$ cat src/rtl/seq_detector_param.sv
// Parametrised serial sequence detector: compares the last PAT_W qualified
// samples of w against a loadable pattern, pulses z and counts matches.
module seq_detector_param #(
    parameter int PAT_W = 4,
    parameter int CNT_W = 8
) (
    input  logic             Clk,
    input  logic             Rst,
    input  logic             load,
    input  logic [PAT_W-1:0] pattern_in,
    input  logic             overlap,
    input  logic             en,
    input  logic             w,
    input  logic             clr_cnt,
    output logic             z,
    output logic [CNT_W-1:0] match_count,
    output logic             cnt_sat,
    output logic             armed
);

    localparam int FILL_W = $clog2(PAT_W + 1);
    localparam logic [FILL_W-1:0] FILL_FULL = FILL_W'(PAT_W);
    localparam logic [CNT_W-1:0]  CNT_MAX   = '1;

    typedef enum logic [1:0] {
        UNLOADED = 2'd0,
        FILL     = 2'd1,
        RUN      = 2'd2
    } state_t;

    state_t             state_q, state_d;
    logic [PAT_W-1:0]   pat_q, pat_d;
    logic [PAT_W-1:0]   hist_q, hist_d;
    logic [FILL_W-1:0]  fill_q, fill_d;
    logic               z_q, z_d;
    logic [CNT_W-1:0]   count_q, count_d;

    logic [PAT_W-1:0]   hist_shift;
    logic [FILL_W-1:0]  fill_inc;
    logic               sample;
    logic               match;

    always_ff @(posedge Clk) begin
        if (Rst) begin
            state_q <= UNLOADED;
            pat_q   <= '0;
            hist_q  <= '0;
            fill_q  <= '0;
            z_q     <= 1'b0;
            count_q <= '0;
        end else begin
            state_q <= state_d;
            pat_q   <= pat_d;
            hist_q  <= hist_d;
            fill_q  <= fill_d;
            z_q     <= z_d;
            count_q <= count_d;
        end
    end

    // load outranks en, so w is never sampled in a load cycle
    always_comb begin
        hist_shift = {hist_q[PAT_W-2:0], w};
        fill_inc   = (fill_q == FILL_FULL) ? FILL_FULL : fill_q + 1'b1;
        sample     = !load && en && (state_q != UNLOADED);
        match      = sample && (hist_shift == pat_q) && (fill_inc == FILL_FULL);
    end

    always_comb begin
        state_d = state_q;
        pat_d   = pat_q;
        hist_d  = hist_q;
        fill_d  = fill_q;
        z_d     = 1'b0;

        if (load) begin
            pat_d   = pattern_in;
            hist_d  = '0;
            fill_d  = '0;
            state_d = FILL;
        end else if (sample) begin
            if (match) begin
                z_d = 1'b1;
                if (overlap) begin
                    hist_d  = hist_shift;
                    fill_d  = fill_inc;
                    state_d = RUN;
                end else begin
                    hist_d  = '0;
                    fill_d  = '0;
                    state_d = FILL;
                end
            end else begin
                hist_d  = hist_shift;
                fill_d  = fill_inc;
                state_d = (fill_inc == FILL_FULL) ? RUN : FILL;
            end
        end
    end

    // a clear in the same cycle as a match drops that match from the count
    always_comb begin
        count_d = count_q;
        if (clr_cnt) begin
            count_d = '0;
        end else if (match && (count_q != CNT_MAX)) begin
            count_d = count_q + 1'b1;
        end
    end

    assign z           = z_q;
    assign match_count = count_q;
    assign cnt_sat     = (count_q == CNT_MAX);
    assign armed       = (state_q != UNLOADED);

endmodule

$ cat config.mk
export PLATFORM = sky130hd
export DESIGN_NAME = seq_detector_param
export DESIGN_NICKNAME = d
export VERILOG_FILES = /design/src/rtl/seq_detector_param.sv
export SDC_FILE = /design/constraint.sdc
export NUM_CORES = 1
export LEC_CHECK = 0
export CORE_MARGIN = 4
export CORE_UTILIZATION = 34
export CTS_BUF_LIST = sky130_fd_sc_hd__clkbuf_8
export DETAILED_ROUTE_END_ITERATION = 12
export GPL_TIMING_DRIVEN = 0
export RECOVER_POWER = 100
export SLEW_MARGIN = 30
export SYNTH_ARGS = -nofsm -noshare
export SYNTH_HDL_FRONTEND = slang
export SYNTH_SLANG_ARGS = --single-unit
$ cat constraint.sdc
create_clock -name Clk -period 3.3 [get_ports Clk]
set_input_delay 0.99 -clock Clk [delete_from_list [all_inputs] [get_ports Clk]]
set_output_delay 0.99 -clock Clk [all_outputs]
set_load 0.01 [all_outputs]
* Word-level counts from Yosys, hierarchy flattened *
Index checks and enable logic that the tools add are counted.

cells by class
  add/sub/neg operators = 2
  $mul = 0
  div/mod/pow operators = 0
  $lt $le $gt $ge = 0
  equality and inequality tests = 5
  shifts and indexed selects = 0
  muxes and demuxes = 11
  bitwise operators = 1
  reduce and logical (&&, ||, !) cells = 11

operators by type and width
  kind                   number
  $mux W3                5
  $add A8 B1 Y8 const B  1
  $eq A8 B8 Y1 const B   1
  $ne A8 B8 Y1 const B   1
  $eq A3 B3 Y1 const B   2
  $mux W2                3
  $logic_and A1 B1 Y1    5
  $eq A4 B4 Y1           1
  $reduce_bool A2 Y1     2
  $reduce_or A2 Y1       2
  $add A3 B1 Y3 const B  1
  $mux W1                3
  $reduce_or A3 Y1       1
  $logic_not A1 Y1       1
  $not A1 Y1             1

word-level totals
  register bits after elaboration = 21
  latch bits = 0
  memory bits (writable) = 0
  ROM bits = 0
  input bits = 11
  output and inout bits = 11
  word-level logic and storage cells = 37
  memories = 0

* Depth between registers and ports, before layout *
Gate-level depths: netlist (run 1).

  word-level depth = 8
  gate-level depth with buffers = 8
  mapped depth without buffers = 7

* Worst setup path after synthesis (run 1) *
No wires, ideal clock.

  kind = input to register
  from = in load
  to = reg count_q[3] (netlist: match_count[3])
  library setup time = 0.070 ns
  arrival time = 2.622 ns
  required time = 3.230 ns
  slack = 0.608 ns
  cell stages on the path = 5
  path buffers = 1
  cell sequence = buf_6 > or4_4 > or3_4 > or4_1 > a21oi_1

between the ends
  longest elaborated chain between the ends = 6

ends and longest elaborated chain
  element                           RTL line  RTL
  from (decl)                       9         input logic load,
  $logic_not A1 Y1                  65        sample = !load && en && (state_q != UNLOADED);
  $logic_and A1 B1 Y1 (2 in a row)  65
  $logic_and A1 B1 Y1 (2 in a row)  66        match = sample && (hist_shift == pat_q) && (fill_inc == FILL_FULL);
  $logic_and A1 B1 Y1               106       end else if (match && (count_q != CNT_MAX)) begin
  to (signal assigned)              57        count_q <= count_d;
  to (decl)                         36        logic [CNT_W-1:0] count_q, count_d;

Every way passes these cells.
A chain may end at the register's enable or synchronous reset.

* Worst setup path after layout (run 1) *
  from = reg count_q[0] (netlist: match_count[0])
  to = out cnt_sat

between the ends
  longest elaborated chain between the ends = 1

ends and longest elaborated chain
  element       RTL line  RTL
  $eq A8 B8 Y1  113       assign cnt_sat = (count_q == CNT_MAX);
  to (decl)     17        output logic cnt_sat,

Every way passes these cells.

==> results of run 1 <==
[sequential cells by signal (all words and copies together) (netlist names)]
name	flops
fill_q	3
hist_q	3
match_count	8
pat_q	4
state_q	2
z	1
[placed cells by master, fill, tap and decap left out, types with 4 or more instances in the layout]
| cell | count |
|---|---|
| nand3_1 | 6 |
| nor2_1 | 10 |
| a21oi_1 | 12 |
| xnor2_1 | 4 |
| nor3_1 | 4 |
| clkdlybuf4s50_1 | 8 |
| or2_2 | 4 |
| inv_1 | 4 |
| a22o_1 | 4 |
| dlygate4sd3_1 | 12 |
| nand2_1 | 7 |
| mux2i_1 | 4 |
| o21ai_0 | 6 |
| dfxtp_1 | 21 |
| or4_1 | 4 |
[synthesized netlist by cell type (all sizes together)]
master,instances,share of area (%)
o311a,1,1.1
o41ai,1,0.89
mux2i,4,4.1
ha,3,3.8
and4b,1,1.0
nand3,6,3.0
clkinv,1,0.38
nand3b,1,0.76
o21ai,6,3.0
o31ai,2,1.5
nor4,1,0.63
nand2b,1,0.63
inv,4,1.5
or3,3,2.4
nor3,4,2.0
buf,3,2.7
nand2,7,2.7
nand4,2,1.3
clkbuf,1,0.38
or2,4,2.5
dfxtp,21,43
and2,1,0.63
or4,4,3.4
a21oi,12,6.1
a22o,4,3.5
xnor2,4,3.5
nor2,10,3.8
[worst reg2reg max path, delay by kind of cell (launching register included)]
kind / cells / cell delay, ns
flops: 1 / 0.38
buf+inv: 2 / 0.23
fa+ha+maj: 1 / 0.31
simple gates: 3 / 1.36
compound gates: 1 / 0.14
[worst paths after layout]
path | startpoint | to | slack, ns | cells past startpoint
setup / recovery | match_count[0] | cnt_sat | 0.24 | 5
hold / removal | fill_q[1] | fill_q[1] | 0.48 | 2
setup reg to reg | fill_q[0] | match_count[2] | 0.83 | 7
hold reg to reg | fill_q[1] | fill_q[1] | 0.48 | 2
[area by class of cell]
class / instances / area [um^2]
Buffer: 4 / 30.0
Clock buffer: 3 / 41.3
Clock inverter: 1 / 7.51
Fill cell: 294 / 1490
Inverter: 5 / 18.8
Multi-Input combinational cell: 82 / 509
Sequential cell: 21 / 420
Tap cell: 31 / 38.8
Timing Repair Buffer: 20 / 200
[stage by stage]
stage | cell area [um^2] | util [%] | total power (W) | hold slack (ns) | std cells
after global routing | 1270 | 45.9 | 0.000496 | 0.521 | 167
final | 1270 | 45.9 | 0.000473 | 0.484 | 167
after detailed placement | 1230 | 44.5 | 0.000307 | 0.474 | 163
after CTS | 1270 | 46.2 | 0.000486 | 0.487 | 167
after floorplan | 987 | - | 0.000288 | 0.453 | 112
after global placement | 1230 | 44.5 | 0.000306 | 0.464 | 163
[logic make-up after synthesis]
group,Yosys count
flops,21
mux,4
simple gates,45
buf+inv,9
fa+ha+maj,3
xor+xnor,4
compound gates,26
[power groups by stage]
stage	Clock, W	Combinational, W	Sequential, W
after floorplan	0	0.0000221	0.000266
after global placement	0	0.0000393	0.000267
after detailed placement	0	0.0000401	0.000267
after CTS	0.000184	0.0000402	0.000261
after global routing	0.000191	0.0000429	0.000262
final	0.000173	0.0000387	0.000261
[layer usage]
layer,vias up,share of wire (%),global-route usage [%]
met2,25,46,20.6
met4,0,2.9,9.09
li1,451,-,-
met3,4,6.7,2.69
met5,-,0,0
met1,394,44,13.6
==> out/results.txt, run 1 <==
The flow ran to the end, and the final reports show no timing, DRC or antenna violations. The final critical path takes up 92.7% of the cycle. Measured along the x axis, the die boundary spans 61.9 um. The net count of the finished layout is 151. Sequential cells burn 55.2% of the power. Static timing analysis puts the maximum clock frequency at 327 MHz.

The critical path buffer and inverter count works out to 2. The classification of the worst setup path was reg -> out. The distinct cell type count of the synthesized netlist was 30; the count of vias placed by the detailed router was 874. Data on the critical path is required at its endpoint by 2.31 ns. The mapped netlist covers 987 um^2. 22 I/O pins were placed.

The first routing iteration left 21 violations. The type of the tightest min-delay check was reg -> reg. The worst setup path is captured at an output pin. The tools report the number of hold violations in the final report as 0. The congestion estimate from routability-driven global placement came to 0.785. TritonCTS built the clock tree. Compared with the post-synthesis result, the final layout area differs by 28.3%. Number of nets with antenna violations after detailed routing: 0. Clock skew on the completed layout was measured at 0.00733 ns. Once the floorplan was initialized, standard cells occupied 35.8% of the core.

For the total global routing track utilization, the log shows 12.3%. The worst slew margin relative to its limit was 69.1%; the peak fanout along the critical path was 9. The total net switching power is 0.000107 W, and the number of CTS-inserted buffers is 3. Slew of the pin with the lowest slew margin: 0.460 ns. The via count of the first global-routing pass was 836. In this run, post-CTS repair resized a total of 0 instances.

Setup repair after global routing left no endpoint under its margin. The synthesized netlist devotes 16.2% of its cell area to compound gates. The worst setup path is launched from a flip-flop.

Of the total synthesized cell area, the portion taken by full adders, half adders and majority gates is 3.80%. The clock reaches the later pin of the worst-skew pair after 0.26 ns. The mux share of post-synthesis cell area works out to 4.06%. The logs give 126 for the net count of the mapped netlist and 0.00383 mm^2 for the die outline area. After Yosys synthesis, XOR and XNOR cells account for 3.55% of the synthesized area. From bottom edge to top edge, the die measures 61.9 um.

The tools report the sequential cell area fraction in the yosys report as 42.6%. The overall routed net length was 2000 um. Max-cap violations in this run came to 0. During synthesis, Yosys emitted a total of 0 warnings.

The maximum number of pins on one net before global-route repair came out at 14. The switching share of power is 22.7%, and the number of iterations in the first detailed-routing pass is 4. Buffers inserted to repair hold after CTS numbered 0. Counting every instance in the synthesized netlist gives 112. For this run, design rule violations remaining after detail routing come to 0. The logs give 0.0501 ns for the pre-CTS setup slack and 0.242 ns for the final worst-path setup slack. The average wire per standard cell was 12.0 um. After floorplanning, the core was divided into 19 placement rows. The clock net in this run drives a total of 21 sinks. Global routing finished with a remaining overflow of 0. The ratio of total power to cell area works out to 373 mW/mm^2. The power share of the combinational group was 8.2%; the delay contributed by the slowest stage of the critical path was 0.63 ns.

In this run the post-CTS setup repair buffer count came out at 0. The logs give 0 for the final number of setup-violating endpoints and 0.00276 mm^2 for the area inside the core boundary. The first global-routing pass estimated 3400 um of wire. The critical path arrival was 2.07 ns. After clock tree synthesis, the clock-pin slew on the worst setup and hold paths is 0.07 ns. Leakage power of the design: 0.466 nW. The final number of max-transition violations came out at 0. The cell type group with the largest total delay on the critical path was buffers and inverters.

By area, the combinational part of the netlist is dominated by simple AND/OR/NAND/NOR gates. For the number of H-tree branching levels, the log shows 1. Traced cell by cell, the critical path runs through ha_1 > nand3_1 > or2_2 > clkinv_1 > dlygate4sd3_1.

The basic-gate share of the synthesized area counting and, or, nand and nor cells is 24.8%, and the number of antenna violations at the first check in global routing is 0. After synthesis the netlist holds a flip-flop and latch count of 21. In the routed layout, each cell is associated on average with a via count of 5.23.

Slowest library cell on the worst path: dlygate4sd3_1. Cells with a size suffix above 1 make up 8.09% of the layout. The root buffer cell chosen for the clock tree is clkbuf_8.

The HPWL after detailed placement is 1530 um. In this run the deepest clock path goes through 2 buffers. Port buffer count: 20. The time the worst path needs with I/O delays and setup was 3.06 ns; the mean instance size in the synthesized netlist was 8.81 um^2. The run gives 0 as the final antenna diode count.

For the final total negative setup slack, the log shows 0 ns. The maximum vdd ir drop is 0.231 mV. The clock network burns 36.6% of the power. The internal power was 0.000365 W.
(Power assumes the default switching activity.)
==> inputs of run 2 (changes only) <==
Settings changed: CORE_MARGIN 4 to unset, GPL_TIMING_DRIVEN 0 to unset.
==> out/results.txt, run 2 (same netlist as run 1, synthesis figures left out) <==
The run finished with clean final reports. The final number of setup-violating endpoints is 0. Power spread over the standard cell area amounts to 369 mW/mm^2.

Setup slack on the critical path of the routed design comes to 0.259 ns. The run gives 150 as the number of nets at the end of the flow. In this run the worst setup path begins at match_count[0]. In this run the clock root is driven by a clkbuf_8. Total global routing track utilization: 14.0%. The number of max-cap violations was 0; the total net switching power was 0.000100 W. The classification of the worst setup path is reg -> out.

The worst setup path is captured at an output pin. The estimated wirelength of the detail-placed design is 1550 um, and the internal power is 0.000364 W. The layout-stage area growth over the synthesis result is 27.6%. The tools report the worst flop-to-flop path endpoint as match_count[4]. The share of final-layout standard cells stronger than drive strength 1 is 8.15%. The run gives 2.31 ns as the data required time at the worst endpoint. The cell count of the worst reg-to-reg path works out to 6.

Counting every sink on the clock net gives 21. The first detailed-routing pass ran for 4 iterations. TritonCTS built the clock tree. The number of flip-flops in the largest register is 8, and the peak fanout along the critical path is 9.

Setup repair after global routing left no endpoint under its margin. In the routed design, unresolved DRC markers number 0. For the clock tree buffer depth, the log shows 2.

The number of hold violations in the final report came out at 0. The commonest non-fill, non-tap cell in the layout is dfxtp_1. For the final routed database, the setup TNS stands at 0 ns. The startpoint identified for the worst register-to-register timing path is fill_q[0]. At the placement stage, the worst setup path has a slack of 0.122 ns. The chip height is 55.9 um.

The path class of the tightest hold or removal check is reg -> reg. The utilization after layout is 45.7%. The number of buffers inserted by post-CTS setup repair was 0. Wires add up to 1930 um. Per report_power, the sequential group accounts for 56.2% of the total. The most critical setup path has its endpoint at cnt_sat. Timing would allow up to 329 MHz.

For the hold buffer count at cts, the log shows 0. Measured against its own limit, the worst slew margin works out to 64.3%. The clock reaches the later pin of the worst-skew pair after 0.25 ns.

The floorplan has 19 rows. At the pin with the least slew margin, the transition time is 0.530 ns. The power share of the combinational group was 8.5%; the final worst-path cycle share was 92.2%. For the first-pass GRT wire length, the log shows 3460 um. The count of nets left with antenna violations once routing finished came out at 0.

The final number of max-transition violations is 0, and the number of antenna violations at the first check in global routing is 0. Dividing the detail-routed wire length by the instance count gives 11.6 um. STA classifies the critical path startpoint as a flip-flop.

In this run the static leakage power is 0.467 nW. The count of vias placed by the detailed router was 890; the average via count per standard cell was 5.36. Maximum number of pins on one net before global-route repair: 14. The initial utilization of the core area, before any placement, comes to 35.8%. The run gives 22 as the top-level port count. The run gives 0.00485 ns as the setup skew after layout. Leaving out fill and tap cells, the most frequent cells in the layout are 21 x dfxtp_1, 12 x a21oi_1, 12 x dlygate4sd3_1. The die covers 0.00312 mm^2. The number of H-tree branching levels was 1; the power after layout was 0.000465 W. The number of DRC markers in iteration 0 was 30. Subtracting the final worst setup slack from the clock period gives 3.04 ns. Routability-driven placement finished with a final weighted congestion of 0.766. In this run the tool buffered the top-level ports with 21 buffer cells.

The critical path arrival was 2.05 ns. For this run the aggregate overflow at the end of global routing stands at 0. The logs give 867 for the via count of the first global-routing pass and 0 for the final antenna diode count. The share of total power dissipated in the clock network is 35.3%. Net switching is 21.6% of the power. In this run, post-CTS repair resized a total of 0 instances.

The number of clock buffers added by TritonCTS is 3. The maximum vdd ir drop is 0.172 mV, and the area inside the core boundary is 0.00276 mm^2. The tools report the reg-to-reg setup timing slack as 0.83 ns. Hold timing on the final database bottoms out at a slack of 0.488 ns. The post-CTS clock slew at the launch and capture registers of the worst setup and hold paths is 0.07 ns. In this run the horizontal extent of the chip is 55.9 um.
run 2: layout make-up:
| type | count | area [um^2] |
|---|---|---|
| Clock buffer | 3 | 41.3 |
| Sequential cell | 21 | 420 |
| Fill cell | 282 | 1500 |
| Clock inverter | 1 | 5.00 |
| Tap cell | 31 | 38.8 |
| Timing Repair Buffer | 23 | 221 |
| Multi-Input combinational cell | 82 | 514 |
| Inverter | 5 | 18.8 |
run 2: stage by stage:
| stage | instance area, um^2 | std cells |
|---|---|---|
| global route | 1260 | 166 |
| CTS | 1270 | 166 |
| finish | 1260 | 166 |
| floorplan | 987 | 112 |
| global placement | 1220 | 162 |
| detailed placement | 1220 | 162 |
run 2: per-layer routing:
layer | part of all wire [%] | global-route usage [%] | routed length (um) | up-vias
li1 | - | - | - | 452
met1 | 45 | 16.1 | 859 | 415
met2 | 50 | 24.4 | 964 | 21
met3 | 4.5 | 2.79 | 87 | 2
met4 | 0.88 | 7.32 | 17 | 0
met5 | 0 | 0 | 0 | -
run 2: power by group through the flow:
| stage | clock network [W] | registers (W) | logic, W |
|---|---|---|---|
| after floorplan | 0 | 0.000266 | 0.0000221 |
| after global placement | 0 | 0.000267 | 0.0000403 |
| after detailed placement | 0 | 0.000267 | 0.0000414 |
| after CTS | 0.000172 | 0.000261 | 0.0000416 |
| after global routing | 0.000182 | 0.000261 | 0.0000439 |
| final | 0.000164 | 0.000261 | 0.0000396 |
run 2: worst min path at each step:
stage / end / slack (ns) / startpoint / cells past startpoint
after floorplan: fill_q[1] / 0.45 / fill_q[1] / 2
after global placement: fill_q[1] / 0.46 / fill_q[1] / 2
after detailed placement: fill_q[1] / 0.48 / fill_q[1] / 2
after CTS: fill_q[1] / 0.49 / fill_q[1] / 2
after global routing: fill_q[1] / 0.52 / fill_q[1] / 2
final: fill_q[1] / 0.49 / fill_q[1] / 2
run 2: worst max-delay path: stages (launching register included):
cell and delay, ns:
dfxtp_1 0.38, ha_1 0.24, nand3_1 0.08, or2_2 0.32, clkinv_1 0.14, dlygate4sd3_1 0.63
==> inputs of run 3 (changes only) <==
Settings changed: ABC_AREA set to 1.
==> out/results.txt, run 3 <==
The number of standard cells after synthesis came out at 174. For this run, the slowest stage of the critical path takes 0.60 ns. The run gives 0.689 nW as the leakage power of the design. The mapped netlist covers 0.00123 mm^2.

The port buffer count is 21, and the final-layout fill cell count is 340. The detailed router finished its first iteration with 27 violations. After synthesis, the cell types taking the most area are dfxtp_1 34%, nand2_1 14%, inv_1 9.2%.

At the later pin of the worst-skew pair, clock insertion delay measures 0.26 ns. The top-level port count is 22, and the die outline width is 62.1 um. The distinct cell type count of the synthesized netlist came out at 24. Number of hold violations in the final report: 0. The min-delay analysis places its worst path in the category reg -> reg. After the last flow step, the layout net total stands at 214.

Data on the critical path is required at its endpoint by 2.31 ns. The final worst-path cycle share is 87.4%. Synthesis inferred 21 register bits.

For this run, the number of Yosys warnings is 0. Setup repair after global routing left no endpoint under its margin. The number of antenna violations at the first check in global routing is 0. TritonCTS built the clock tree. The number of antenna diodes in the final layout is 0. Across all hold checks on the routed design, the worst slack comes to 0.479 ns.

The run gives 0.00339 mm^2 as the area inside the core boundary. Across all register-to-register paths, the minimum setup slack is 1.16 ns. For this design the total switching power over the nets is 0.000128 W. The clock passes through at most 2 buffers. In the routed design, unresolved DRC markers number 0. The run gives 0 as the hold buffer count at cts. Summing all multi-input logic gate instances after layout gives 646 um^2. The classification of the worst setup path was reg -> out. The via count of the first global-routing pass was 967. Final number of setup-violating endpoints: 0. At the end of routability-driven placement, the weighted congestion stood at 0.739. The count of flip-flops with a built-in enable after synthesis was 0. The number of max-cap violations is 0. By instance count, the leading cell after synthesis is nand2_1.

By count the netlist is led by 47 x nand2_1, 30 x inv_1, 21 x dfxtp_1. At the worst endpoint, the arrival time is 1.89 ns. In this run the worst path has a maximum fanout of 8. The logs give 0 for the number of instances resized during post-cts repair and 21 for the clock sink total. Counting flops with an async set or reset pin after synthesis yields a share of 0%.

Entering global routing, the biggest net connects 13 pins. In the final layout, the share of cells above drive strength 1 is 8.54%. For this run, the top clock speed supported by timing is 347 MHz. The run gives 0.000370 W as the internal power. Clock root buffer master: clkbuf_8. The average via count per standard cell works out to 4.49.

The first detailed-routing pass took 4 iterations. The flow ran to the end, and the final reports show no timing, DRC or antenna violations. The number of clock buffers added by TritonCTS is 3. The library cell used most frequently in the layout, excluding fill and tap cells, is nand2_1. The mean instance size in the synthesized netlist is 7.05 um^2, and the cell count of the worst reg-to-reg path is 8. The final number of max-transition violations was 0. Among the stages of the critical path, the cell type that occurs most often is inv_1.

The area growth from synthesis to layout is 22.2%. The utilization after layout was 44.3%. Ratio of total power to cell area: 332 mW/mm^2. After legalization and detailed placement, the total HPWL measured 1970 um. For the die outline area, the log shows 0.00385 mm^2.

The capturing instance or port of the critical path is cnt_sat. The library cells used most frequently in the layout, excluding fill and tap cells, are 47 x nand2_1, 30 x inv_1, 21 x dfxtp_1. The largest individual stage delay along the critical path comes from the cell dlygate4sd3_1. The worst flop-to-flop path endpoint is match_count[7]. The net count of the mapped netlist came out at 188.

The library cell with the largest summed area after synthesis was dfxtp_1. Average wire per standard cell: 10.3 um. For this run, the register share of the synthesized area comes to 34.3%. The detailed router placed 1,100 vias in this run. The register with the most flip-flops in the layout has 8 of them. After clock tree synthesis, the setup repair step added 0 buffers.

The share of total power dissipated in sequential elements is 52.9%. The maximum vdd ir drop is 0.141 mV, and the total global routing track utilization is 14.6%. For the pin with the worst max-slew slack, the measured transition is 0.609 ns.

The run gives 0 as the total overflow reported by the global router. In the final timing run, aggregate negative setup slack is 0 ns. The critical path starts at match_count[0].

In this run, the clock network consumes 34.6% of the power. STA classifies the critical path startpoint as a flip-flop. The initial utilization of the core area, before any placement, comes to 36.2%. Headroom to the max-slew limit came out at 59.2%. For the setup skew after layout, the log shows 0.00379 ns.

The time the worst path needs with I/O delays and setup is 2.88 ns, and the power share of the combinational group is 12.6%. The overall routed net length is 2520 um. Walking the worst path, the cells encountered are ha_1 > nand2_1 > inv_1 > nand4_4 > inv_1 > dlygate4sd3_1.

The number of H-tree branching levels came out at 1. The predominant post-synthesis flop cell was dfxtp_1. The chip height was 62.1 um.

The launching point of the worst reg2reg path is fill_q[0]. In this run the core area contains 21 standard-cell rows. Once detail routing completed, the nets flagged for antenna violations numbered 0. Clock-pin slew was measured on the worst setup and hold paths at 0.08 ns. The sequential cells in the finished layout cover a total of 420 um^2. In this run switching power makes up 25.7% of total power. The critical path capture point type was an output pin.

The first global-routing pass estimated 4170 um of wire. The top-area cell type share of the netlist area was 34.3%.
## run 3: metal layers
layer / wire length (um) / share of wire (%) / vias to the layer above / GRT usage (%)
met5: 0 / 0 / - / 0
met4: 34 / 1.4 / 0 / 4.76
met3: 64 / 2.5 / 4 / 2.69
met2: 1120 / 45 / 14 / 22.9
li1: - / - / 605 / -
met1: 1290 / 51 / 477 / 20.1
## run 3: cell families after synthesis
kind of cell | after synthesis | synth area share (%)
compound gates | 31 | 12.9
xor+xnor | 3 | 2.14
fa+ha+maj | 3 | 3.06
buf+inv | 32 | 9.79
flops | 21 | 34.3
simple gates | 84 | 37.8
## run 3: critical path, delay by kind of cell (launching register included)
family,cells,cell delay (ns)
adders and majority gates,1,0.22
DFF,1,0.39
and+or+nand+nor,2,0.23
buffers and inverters,3,0.79
## run 3: per-stage QoR
stage,setup WS (ns),power [W],instances,area (um^2)
detailed placement,0.758,0.000336,241,1500
floorplan,1.25,0.000312,174,1230
global placement,0.800,0.000334,241,1500
global route,0.184,0.000524,245,1500
CTS,0.462,0.000509,245,1540
finish,0.415,0.000499,245,1500
## run 3: power groups by stage
stage / clock (W) / sequential, W / combinational, W
5_1_grt: 0.000189 / 0.000264 / 0.0000715
6_report: 0.000172 / 0.000264 / 0.0000626
3_5_place_dp: 0 / 0.000270 / 0.0000663
4_1_cts: 0.000179 / 0.000264 / 0.0000665
3_3_place_gp: 0 / 0.000269 / 0.0000652
2_1_floorplan: 0 / 0.000268 / 0.0000436
## run 3: how the worst min path moves through the flow
stage / start / to / slack [ns] / depth (start not counted)
floorplan: pat_q[0] / pat_q[0] / 0.45 / 2
global placement: pat_q[0] / pat_q[0] / 0.46 / 2
detailed placement: pat_q[0] / pat_q[0] / 0.47 / 2
CTS: state_q[1] / state_q[1] / 0.48 / 2
global route: state_q[1] / state_q[1] / 0.50 / 2
finish: state_q[1] / state_q[1] / 0.48 / 2
## run 3: final cells by class
cell class	count	area share (%)
sequential	21	28.0
inverter	32	8.01
clock buffer	3	2.75
multi-input combinational	121	43.0
timing repair buffer	21	14.0
clock inverter	1	0.334
tap	46	3.84
